==> config.mk <==
export PLATFORM = sky130hd
export DESIGN_NAME = alu_cmd_issuer
export DESIGN_NICKNAME = d
export VERILOG_FILES = /design/src/rtl/alu_pkg.sv /design/src/rtl/alu_op_check.sv /design/src/rtl/alu_cmd_issuer.sv
export SDC_FILE = /design/constraint.sdc
export NUM_CORES = 1
export LEC_CHECK = 0
export ABC_AREA = 1
export CELL_PAD_IN_SITES_DETAIL_PLACEMENT = 0
export CELL_PAD_IN_SITES_GLOBAL_PLACEMENT = 1
export CORE_MARGIN = 2
export CORE_UTILIZATION = 25
export CTS_CLUSTER_SIZE = 14
export DETAILED_ROUTE_END_ITERATION = 7
export GPL_TIMING_DRIVEN = 1
export PLACE_DENSITY_LB_ADDON = 0.1
export RECOVER_POWER = 50
export SYNTH_ARGS = -nofsm -noshare
export SYNTH_HDL_FRONTEND = slang
export SYNTH_SLANG_ARGS = --single-unit
==> constraint.sdc <==
create_clock -name clk -period 1.31 [get_ports clk]
set_clock_uncertainty 0.15 [all_clocks]
set_input_delay 0.1965 -clock clk [delete_from_list [all_inputs] [get_ports clk]]
set_output_delay 0.1965 -clock clk [all_outputs]
set_load 0.1 [all_outputs]
==> src/rtl/alu_pkg.sv <==
// Shared definitions for the ALU command issuer: opcode values and FSM state encoding.
package alu_pkg;

   localparam logic [3:0] OP_NOP  = 4'b0000;
   localparam logic [3:0] OP_ADD  = 4'b0001;
   localparam logic [3:0] OP_SUB  = 4'b0010;
   localparam logic [3:0] OP_MUL  = 4'b0011;
   localparam logic [3:0] OP_DIV  = 4'b0100;
   localparam logic [3:0] OP_AND  = 4'b0101;
   localparam logic [3:0] OP_OR   = 4'b0110;
   localparam logic [3:0] OP_XOR  = 4'b0111;
   localparam logic [3:0] OP_LLS  = 4'b1000;
   localparam logic [3:0] OP_LRS  = 4'b1001;
   localparam logic [3:0] OP_INC  = 4'b1010;
   localparam logic [3:0] OP_DEC  = 4'b1011;
   localparam logic [3:0] OP_LAST = 4'b1011;

   typedef enum logic [1:0] {
      ST_IDLE  = 2'd0,
      ST_ISSUE = 2'd1,
      ST_RESP  = 2'd2
   } state_t;

endpackage

==> src/rtl/alu_op_check.sv <==
// Flags commands the ALU must never see: NOP, opcodes past OP_LAST, and divide by zero.
module alu_op_check
   import alu_pkg::*;
(
   input  logic [3:0]  opcode,
   input  logic [15:0] cmd_b,
   output logic        illegal
);

   assign illegal = (opcode == OP_NOP) || (opcode > OP_LAST) ||
                    ((opcode == OP_DIV) && (cmd_b == 16'd0));

endmodule

==> src/rtl/alu_cmd_issuer.sv <==
// Accepts one ALU command at a time, holds it on the ALU inputs for the pipeline latency,
// then returns the captured result. Both sides use valid/ready: a transfer happens on a
// rising edge where valid and ready are both high; valid never depends on ready.
module alu_cmd_issuer
   import alu_pkg::*;
#(
   parameter int ALU_LATENCY = 2,
   parameter int TAG_W       = 4
)
(
   input  logic             clk,
   input  logic             reset,
   input  logic             cmd_valid,
   output logic             cmd_ready,
   input  logic [3:0]       cmd_opcode,
   input  logic [15:0]      cmd_a,
   input  logic [15:0]      cmd_b,
   input  logic [TAG_W-1:0] cmd_tag,
   output logic [15:0]      alu_operandA,
   output logic [15:0]      alu_operandB,
   output logic [3:0]       alu_opcode,
   input  logic [31:0]      alu_result,
   output logic             rsp_valid,
   input  logic             rsp_ready,
   output logic [31:0]      rsp_result,
   output logic [TAG_W-1:0] rsp_tag,
   output logic             rsp_error,
   output logic             busy
);

   localparam int CNT_W = $clog2(ALU_LATENCY + 2);

   state_t           state_q, state_d;
   logic [CNT_W-1:0] cnt_q;
   logic [3:0]       op_q;
   logic [15:0]      a_q, b_q;
   logic             illegal;
   logic             accept;
   logic             capture;

   alu_op_check u_op_check (
      .opcode  (cmd_opcode),
      .cmd_b   (cmd_b),
      .illegal (illegal)
   );

   always_ff @(posedge clk) begin
      if (reset) state_q <= ST_IDLE;
      else       state_q <= state_d;
   end

   always_comb begin
      state_d      = state_q;
      cmd_ready    = 1'b0;
      rsp_valid    = 1'b0;
      busy         = 1'b1;
      accept       = 1'b0;
      capture      = 1'b0;
      alu_opcode   = OP_NOP;
      alu_operandA = 16'd0;
      alu_operandB = 16'd0;
      case (state_q)
         ST_IDLE: begin
            cmd_ready = 1'b1;
            busy      = 1'b0;
            if (cmd_valid) begin
               accept  = 1'b1;
               state_d = illegal ? ST_RESP : ST_ISSUE;
            end
         end
         ST_ISSUE: begin
            alu_opcode   = op_q;
            alu_operandA = a_q;
            alu_operandB = b_q;
            // Counter hits zero on the edge closing the last held cycle, when result is valid.
            if (cnt_q == '0) begin
               capture = 1'b1;
               state_d = ST_RESP;
            end
         end
         ST_RESP: begin
            rsp_valid = 1'b1;
            if (rsp_ready) state_d = ST_IDLE;
         end
         default: state_d = ST_IDLE;
      endcase
   end

   always_ff @(posedge clk) begin
      if (reset) begin
         cnt_q      <= '0;
         op_q       <= OP_NOP;
         a_q        <= 16'd0;
         b_q        <= 16'd0;
         rsp_result <= 32'd0;
         rsp_tag    <= '0;
         rsp_error  <= 1'b0;
      end else if (accept) begin
         op_q       <= cmd_opcode;
         a_q        <= cmd_a;
         b_q        <= cmd_b;
         rsp_tag    <= cmd_tag;
         cnt_q      <= CNT_W'(ALU_LATENCY);
         rsp_result <= 32'd0;
         rsp_error  <= illegal;
      end else if (capture) begin
         rsp_result <= alu_result;
         rsp_error  <= 1'b0;
      end else if ((state_q == ST_ISSUE) && (cnt_q != '0)) begin
         cnt_q <= cnt_q - CNT_W'(1);
      end
   end

endmodule
Yosys cells after proc, flatten, opt, wreduce, memory -nomap -nowiden:

Index checks and enable logic that the tools add are counted.

* flip-flop bits (word level): 77
* latch bits: 0
* RAM bits: 0
* ROM bits: 0
* output and inout bits: 76
* memories: 0

* add/subtract/negate cells: 1
* multipliers: 0
* div/mod/pow operators: 0
* order comparisons: 1
* equality and inequality tests: 7
* shifts and indexed selects: 0
* mux-type cells: 20
* bitwise logic cells: 1
* reduce and logical (&&, ||, !) cells: 15

Operator list (number)
* $mux W16: 2
* $logic_not A16 Y1: 1
* $mux W2: 7
* $mux W1: 9
* $ne A2 B2 Y1 const B: 4
* $pmux W2 S3: 1
* $reduce_bool A2 Y1: 3
* $eq A4 B3 Y1 const B: 1
* $gt A4 B4 Y1 const B: 1
* $logic_not A2 Y1: 2
* $logic_not A4 Y1: 1
* $mux W4: 1
* $reduce_and A2 Y1: 2
* $reduce_and A3 Y1: 1
* $eq A2 B1 Y1 const B: 1
* $eq A2 B2 Y1 const B: 1
* $logic_and A1 B1 Y1: 2
* $logic_or A1 B1 Y1: 2
* $reduce_or A2 Y1: 1
* $sub A2 B1 Y2 const B: 1
* $not A1 Y1: 1

Logic depth before layout (Yosys ltp):

Gate-level depths: netlist of run 1.

* depth in word-level cells: 6
* depth in mapped cells: 9
* gate-level depth less buffers: 8

Hierarchy:

Synthesis of run 1 repeated with hierarchy kept, for this count alone.

* cells, all modules: 414
* area total of the unflattened synthesis: 3154.3 sq um

Modules (own cells, without submodules)
* alu_cmd_issuer: times used 1, cells each 392, area each 3052.9 sq um, sequential area each 1541.5 sq um
* alu_op_check: times used 1, cells each 22, area each 101.3 sq um, sequential area each 0.0 sq um

Worst setup path after synthesis of run 1:

OpenSTA, ideal clock, no wires.

* kind: register to output
* from: register state_q[0]
* to: output alu_opcode[0]
* arrival: 2.105 ns
* data required time: 0.963 ns
* slack: -1.141 ns
* cell stages (with the launch flop): 6
* path through: dfxtp_1 -> inv_2 -> nor2_8 -> inv_2 -> buf_2 -> nor2_1

* cells in the longest elaborated chain, start to end: 2

RTL lines
* start: declaration: line alu_cmd_issuer.sv:33 `state_t state_q, state_d;`
* start signal: assignment: line alu_cmd_issuer.sv:49 `else state_q <= state_d;`
* $eq A2 B1 Y1: line alu_cmd_issuer.sv:62 `case (state_q)`
* $mux W4: line alu_cmd_issuer.sv:62
* end: declaration: line alu_cmd_issuer.sv:21 `output logic [3:0] alu_opcode,`

No other way between the ends.

Worst setup path in the final report of run 1:

* from: register state_q[0]
* to: output alu_operandA[8]

* cells in the longest elaborated chain, start to end: 2

RTL lines
* $eq A2 B1 Y1: line alu_cmd_issuer.sv:62
* $mux W16: line alu_cmd_issuer.sv:62
* end: declaration: line alu_cmd_issuer.sv:19 `output logic [15:0] alu_operandA,`

No other way between the ends.

==> results of run 1 <==
-- routing by layer --
| metal | up-vias | share of wire | track usage | wire length [µm] |
|---|---|---|---|---|
| li1 | 1710 | - | - | - |
| met1 | 1572 | 0.43 | 0.2135 | 4799 |
| met2 | 104 | 0.50 | 0.2886 | 5547 |
| met3 | 19 | 0.047 | 0.04059 | 524 |
| met4 | 0 | 0.023 | 0.07309 | 252 |
| met5 | - | 0 | 0 | 0 |
-- timing repair --
| item | 4_1_cts | 5_1_grt |
|---|---|---|
| pin swaps | 24 | 15 |
| resized for setup | 101 | 47 |
| endpoints found under the hold margin | 0 | 0 |
| buffers inserted | 15 | 2 |
| cloned | 13 | 1 |
| setup endpoints to repair | 113 | 117 |
-- where the power goes --
| part | switching (mW) | internal (mW) |
|---|---|---|
| clock | 0.946 | 1.51 |
| sequential | 0.0714 | 2.51 |
| combinational | 1.50 | 1.13 |
| total | 2.52 | 5.16 |
-- tightest hold or removal path: stages --
cell and delay [ns]:
clkdlybuf4s50_1 0.39, nand3_1 0.08, a21oi_1 0.06
-- sequential cells by signal, summed over array words and instances (netlist names) --
| signal | flops |
|---|---|
| a_q | 16 |
| rsp_error | 1 |
| cnt_q | 2 |
| op_q | 4 |
| rsp_tag | 4 |
| state_q | 2 |
| rsp_result | 32 |
| b_q | 16 |
-- cell type report --
cell class	count	area [µm²]
clock buffers	11	242.7
clock inverters	5	50.05
fillers	1033	4977
inverters	49	203.9
multi-input cells	262	1921
flip-flops and latches	77	1548
well taps	168	210.2
repair buffers	201	2909
-- Yosys cell counts --
cell | instances | share of area
and2_0 | 1 | 0.0020
nor2_1 | 60 | 0.073
a21oi_1 | 70 | 0.11
nand2_1 | 40 | 0.048
buf_2 | 17 | 0.027
nor2_8 | 1 | 0.0065
nand2_2 | 3 | 0.0061
nand3_1 | 36 | 0.058
inv_2 | 2 | 0.0024
ha_1 | 1 | 0.0040
buf_6 | 3 | 0.011
nor2_4 | 1 | 0.0036
nor3_1 | 1 | 0.0016
xor2_1 | 1 | 0.0028
o21bai_1 | 1 | 0.0024
dfxtp_1 | 77 | 0.50
clkbuf_1 | 8 | 0.0097
o21ai_0 | 42 | 0.068
o21ai_1 | 1 | 0.0016
nand2_4 | 1 | 0.0036
inv_1 | 47 | 0.057
-- how the worst min path moves through the flow --
stage	startpoint	endpoint	slack [ns]	depth (start not counted)
3_3_place_gp	op_q[0]	op_q[0]	0.31	2
5_1_grt	alu_result[10]	rsp_result[10]	0.28	3
2_1_floorplan	reset	state_q[0]	0.11	1
6_report	alu_result[19]	rsp_result[19]	0.29	3
4_1_cts	alu_result[10]	rsp_result[10]	0.27	3
3_5_place_dp	op_q[0]	op_q[0]	0.31	2
-- stage by stage --
step	utilization	setup slack (ns)	instance area, µm²
global placement	0.5029	-0.2834	6066
global route	0.5873	-0.4762	7084
floorplan	-	-0.9198	3448
detailed placement	0.5029	-0.3150	6066
finish	0.5873	-0.4281	7084
CTS	0.5890	-0.4473	7104
-- placed cells by master (no fill, tap or decap), types with 2 or more instances in the layout --
cell type        instances
o21ai_2                 29
inv_8                    2
o21ai_1                  6
a21oi_2                 31
inv_4                    2
buf_16                   7
dfxtp_2                  2
nand2_2                  3
clkdlybuf4s50_1         74
buf_8                    3
nand2_1                 38
buf_2                    2
clkinv_2                 4
dfxtp_1                 74
buf_12                  74
clkbuf_16               10
a21oi_1                 37
nand2_8                  4
buf_4                    9
inv_1                   44
nor2_1                  22
a21oi_4                  2
nand3_1                 34
o21ai_4                  6
nor2_4                  38
o21ai_0                  2
buf_6                   30
-- cell families after synthesis --
family | Yosys count | share of synthesized area
xor gates and xnor gates | 1 | 0.002829
adders and majority gates | 1 | 0.004040
DFF | 77 | 0.4978
and+or+nand+nor | 144 | 0.2028
AOI/OAI and AO/OA | 114 | 0.1851
buffers and inverters | 77 | 0.1075
==> summary.txt, run 1 <==
Global route
  – Vias in the first global route: 3460
  – Initial antenna violation count: 0
  – Global Route Usage Sum: 0.1727
  – First-pass GRT wire length: 17660 µm
  – Pin count of the biggest net entering global routing: 26
  – Total congestion overflow: 0

Worst setup path
  – Critical Path Max Stage Delay: 0.33 ns
  – Worst setup EP type: output port
  – FF-to-FF Start: state_q[0]
  – CP required: 0.96 ns
  – Slowest stage cell on the critical path: dfxtp_2
  – Critical path, cell by cell: inv_2 > nor2_8 > inv_8 > buf_12 > nor2_4 > buf_12
  – Critical Path AT: 1.39 ns
  – R2R cell count: 10
  – R2r setup slk: -0.35 ns
  – Worst r2r dst: b_q[3]
  – Worst Setup EP: alu_operandA[8]
  – Critical Path Stages: 6
  – Critical path buffers and inverters: 4
  – CP Launch Type: register
  – Critical path's top delay family: buffers and inverters
  – CP dominant cell by count: buf_12
  – CP Class: reg2out
  – Crit. Startpoint: state_q[0]
  – CP max FO: 11

Floorplanning
  – Die area: 13290 µm²
  – CORE AREA: 12060 µm²
  – Row cnt: 40
  – Ports: 152
  – Chip height: 115.3 µm
  – Die X: 115.3 µm
  – Initial core utilization: 0.2567

Hold path
  – Hold WC Path Type: in2reg

Timing
  – Final min period: 1.738 ns
  – Unrepaired setup endpoints after global routing: yes
  – Period utilisation layout: 1.327
  – Max-slew violations: 0
  – Setup TNS: -36.10 ns
  – Slew @ Worst Pin: 0.6837 ns
  – Final Hold Viols: 0
  – Relative slew slack: 0.5442
  – Worst hold slack: 0.2883 ns
  – Finish-stage setup viols: 116
  – Post-route setup slack: -0.4281 ns
  – Highest clock rate: 575.3 MHz

Outcome
  – Failing checks: negative setup slack
  – Outcome: finished with violations

Final layout
  – Final nets: 677
  – Share of post-route cells with drive strength above 1: 0.4430
  – Fin cells: 773
  – Diode count: 0
  – Layout area overhead: 128.8%

Clock tree
  – Clock slew at reported path FFs: 0.06 ns
  – CTS tree: done
  – CTS buffer count: 9
  – Clock Sinks: 77
  – Clk_lat worst skew: 0.33 ns
  – Clock Path Buffers: 2
  – # hold bufs at CTS: 0
  – CTS root buf: clkbuf_16
  – H-Tree Depth: 3

Routing
  – Drt pass-1 iters: 4
  – WL/cell: 14.39 µm
  – DR DRC count: 0
  – Vias/cell: 4.405
  – DRT Wirelength: 11120 µm
  – 1st-iter DRT viols: 226
  – Final ANT Viol Nets: 0
  – Vias after detailed routing: 3405

Placement
  – Cell count after placement: 731
  – Final GP Congestion: 0.7461
  – IO Port Bufs: 151
  – DP Wirelength: 7331 µm

Power and ir drop
  – Pwr dens: 1083 nW/µm²
  – VDD IR max: 0.6348 mV
  – Tot Pwr: 7.675 mW
  – Leakage: 2.614 nW

Logic synthesis
  – Sequential fraction of the synthesis area: 0.4978
  – Post-Syn Area: 3097 µm²
  – Synth Area per Inst: 7.480 µm²
  – Yosys cell types: 21
  – Flops & latches, synth: 77
  – Syn Inst Count: 414
  – Syn_nets: 491
  – Yosys warnings: 0

Run
  – Max_cap viols: 0
No activity file was read; power rests on OpenSTA's default activity.
==> run 2, diff against run 1 <==
Settings changed: CORE_UTILIZATION 25 to 27.
Clock period 1.31 ns to 1.95 ns, I/O delays scaled along.
==> summary.txt, run 2 (synthesis gave the netlist of run 1 again) <==
Outcome
  – Outcome: completed

Final layout
  – Diode count: 0 (unchanged)
  – Biggest regs: rsp_result: 32 flops, a_q: 16 flops, b_q: 16 flops
  – Final nets: 638 (-5.8%)
  – Layout area overhead: 82.42%
  – FF+latch area: 1546 µm² (about the same)
  – Max reg flops: 32 (unchanged)
  – Share of post-route cells with drive strength above 1: 0.2660 (-0.1770)
  – Final Core Density: 0.4990 (-0.08834)
  – Largest reg by FF count: rsp_result
  – Area of the multi-input gates: 1478 µm² (-23%)
  – Most frequent cells in the layout: 75 x dfxtp_1, 75 x clkdlybuf4s50_1, 70 x a21oi_1
  – Fillers: 1091 (+5.6%)

Worst setup path
  – CP required: 1.51 ns (+0.55 ns)
  – Worst setup EP type: output port
  – FF-to-FF Start: state_q[0]
  – Worst r2r dst: rsp_result[15]
  – Crit. Startpoint: state_q[0]
  – CP Launch Type: register
  – CP max FO: 9 (-2)
  – CP Class: reg2out
  – Critical Path AT: 1.43 ns (+0.04 ns)
  – R2r setup slk: 0.29 ns (+0.64 ns)
  – R2R cell count: 7 (-3)

Run
  – Max_cap viols: 0 (unchanged)

Power and ir drop
  – Sequential share of power: 0.355 (+0.019)
  – Leakage: 2.144 nW (-18%)
  – Combinational power share: 0.252 (-0.091)
  – Tot Pwr: 4.857 mW (-37%)
  – Internal power: 3.368 mW (-35%)
  – Net Switching: 1.488 mW (-41%)
  – Clk pwr share: 0.393 (+0.073)
  – Sw Share: 0.3065 (-0.02169)
  – VDD IR max: 0.4577 mV (-28%)
  – Pwr dens: 859.7 nW/µm² (-21%)

Global route
  – Vias in the first global route: 3143 (-9.2%)
  – Initial antenna violation count: 0 (unchanged)
  – Total congestion overflow: 0 (unchanged)
  – Global Route Usage Sum: 0.1572 (-0.01557)
  – First-pass GRT wire length: 15610 µm (-12%)
  – Pin count of the biggest net entering global routing: 37 (+42%)

Timing
  – Finish-stage setup viols: 0 (-100%)
  – Relative slew slack: 0.6275 (+0.08331)
  – Unrepaired setup endpoints after global routing: no
  – Slew @ Worst Pin: 0.5611 ns (-0.1226 ns)
  – Setup TNS: 0 ns (+36.10 ns)
  – Final Hold Viols: 0 (unchanged)
  – Highest clock rate: 534.2 MHz
  – Period utilisation layout: 0.9600
  – Final min period: 1.872 ns
  – Max-slew violations: 0 (unchanged)
  – Post-route setup slack: 0.07809 ns (+0.5062 ns)

Clock tree
  – Clock slew at reported path FFs: 0.06 ns (about the same)
  – Clock Sinks: 77 (unchanged)
  – CTS root buf: clkbuf_16
  – CTS buffer count: 9 (unchanged)
  – H-Tree Depth: 3 (unchanged)
  – Clock Path Buffers: 2 (unchanged)
  – Clk_lat worst skew: 0.33 ns (about the same)
  – Postcts setup bufs: 0 (-15)
  – CTS tree: done
  – # hold bufs at CTS: 0 (unchanged)

Floorplanning
  – Chip height: 111.1 µm (-3.6%)
  – Row cnt: 39 (-2.5%)
  – Ports: 152 (unchanged)
  – Die X: 111.1 µm (-3.6%)
  – Die area: 12340 µm² (-7.2%)
  – CORE AREA: 11320 µm² (-6.1%)
  – Initial core utilization: 0.2735 (+0.01680)

Routing
  – Vias after detailed routing: 3157 (-7.3%)
  – 1st-iter DRT viols: 209 (-7.5%)
  – Vias/cell: 4.465 (+1.4%)
  – Drt pass-1 iters: 4 (unchanged)
  – WL/cell: 13.54 µm (-5.9%)
  – Final ANT Viol Nets: 0 (unchanged)
  – DR DRC count: 0 (unchanged)
  – DRT Wirelength: 9576 µm (-14%)

Placement
  – DP Wirelength: 6497 µm (-11%)
  – IO Port Bufs: 151 (unchanged)
  – Place WS: 0.1953 ns (+0.5103 ns)
  – Final GP Congestion: 0.7194 (-3.6%)

Hold path
  – Min-Delay Path Depth: 2 (-1)
  – WHS Endpoint: rsp_result[21]
  – Hold WC Path Type: reg2reg
  – Min-delay src: rsp_result[21]
run 2: cell count changes in the layout (fill, tap and decap cells not counted), sizes merged:
cell	delta
dlygate4sd2	-1
nand2	-2
clkinvlp	+2
buf	-75
clkinv	-4
inv	-1
bufinv	+2
clkdlybuf4s50	+1
clkbuf	+37
run 2: per-layer routing:
metal,track usage,vias up,part of all wire
li1,-,1624,-
met1,0.1928,1432,0.44
met2,0.2613,91,0.47
met3,0.05249,10,0.075
met4,0.04938,0,0.013
met5,0,-,0
run 2: repair_timing:
item,CTS,global route
resized for setup,15,1
pin swaps,0,0
gates cloned,2,1
setup endpoints to repair,16,29
run 2: metrics by stage:
step           cell area [µm²]  hold slack, ns  instances
2_1_floorplan             3323          0.2042        414
3_3_place_gp              5326          0.2956        690
3_5_place_dp              5326          0.2998        690
4_1_cts                   5767          0.3142        706
5_1_grt                   5649          0.3324        707
6_report                  5649          0.3098        707
run 2: power by group through the flow:
stage | Combinational [mW] | Clock, mW | Sequential [mW]
2_1_floorplan | 0.598 | 0 | 1.94
3_3_place_gp | 1.22 | 0 | 1.76
3_5_place_dp | 1.22 | 0 | 1.76
4_1_cts | 1.26 | 1.95 | 1.73
5_1_grt | 1.30 | 2.03 | 1.74
6_report | 1.22 | 1.91 | 1.73
run 2: worst max-delay path by stage:
stage                     cells past startpoint          endpoint  slack (ns)
after floorplan                               6        state_q[1]       -0.38
after global placement                        8        state_q[0]        0.21
after detailed placement                      8        state_q[0]        0.20
after CTS                                     6     alu_opcode[2]      -0.001
after global routing                          6  alu_operandA[13]        0.01
final                                         6  alu_operandA[15]        0.08
run 2: critical path, cell delays in order, from the launching register on:
cell     delay, ns
dfxtp_4       0.37
inv_2         0.06
nor2_8        0.11
inv_8         0.07
buf_16        0.16
nor2_2        0.14
buf_12        0.19
run 2: final cells by class:
type,count,area share
Timing Repair Buffer,164,0.3389
Sequential cell,77,0.2738
Multi-Input combinational cell,260,0.2616
Clock buffer,10,0.04230
Inverter,49,0.03455
Tap cell,143,0.03167
Clock inverter,4,0.01728
==> run 3, diff against run 2 <==
Settings changed: GPL_ROUTABILITY_DRIVEN from default to 0.
==> results of run 3 <==
No change in the layout: final DEF, timing and power equal those of run 2.
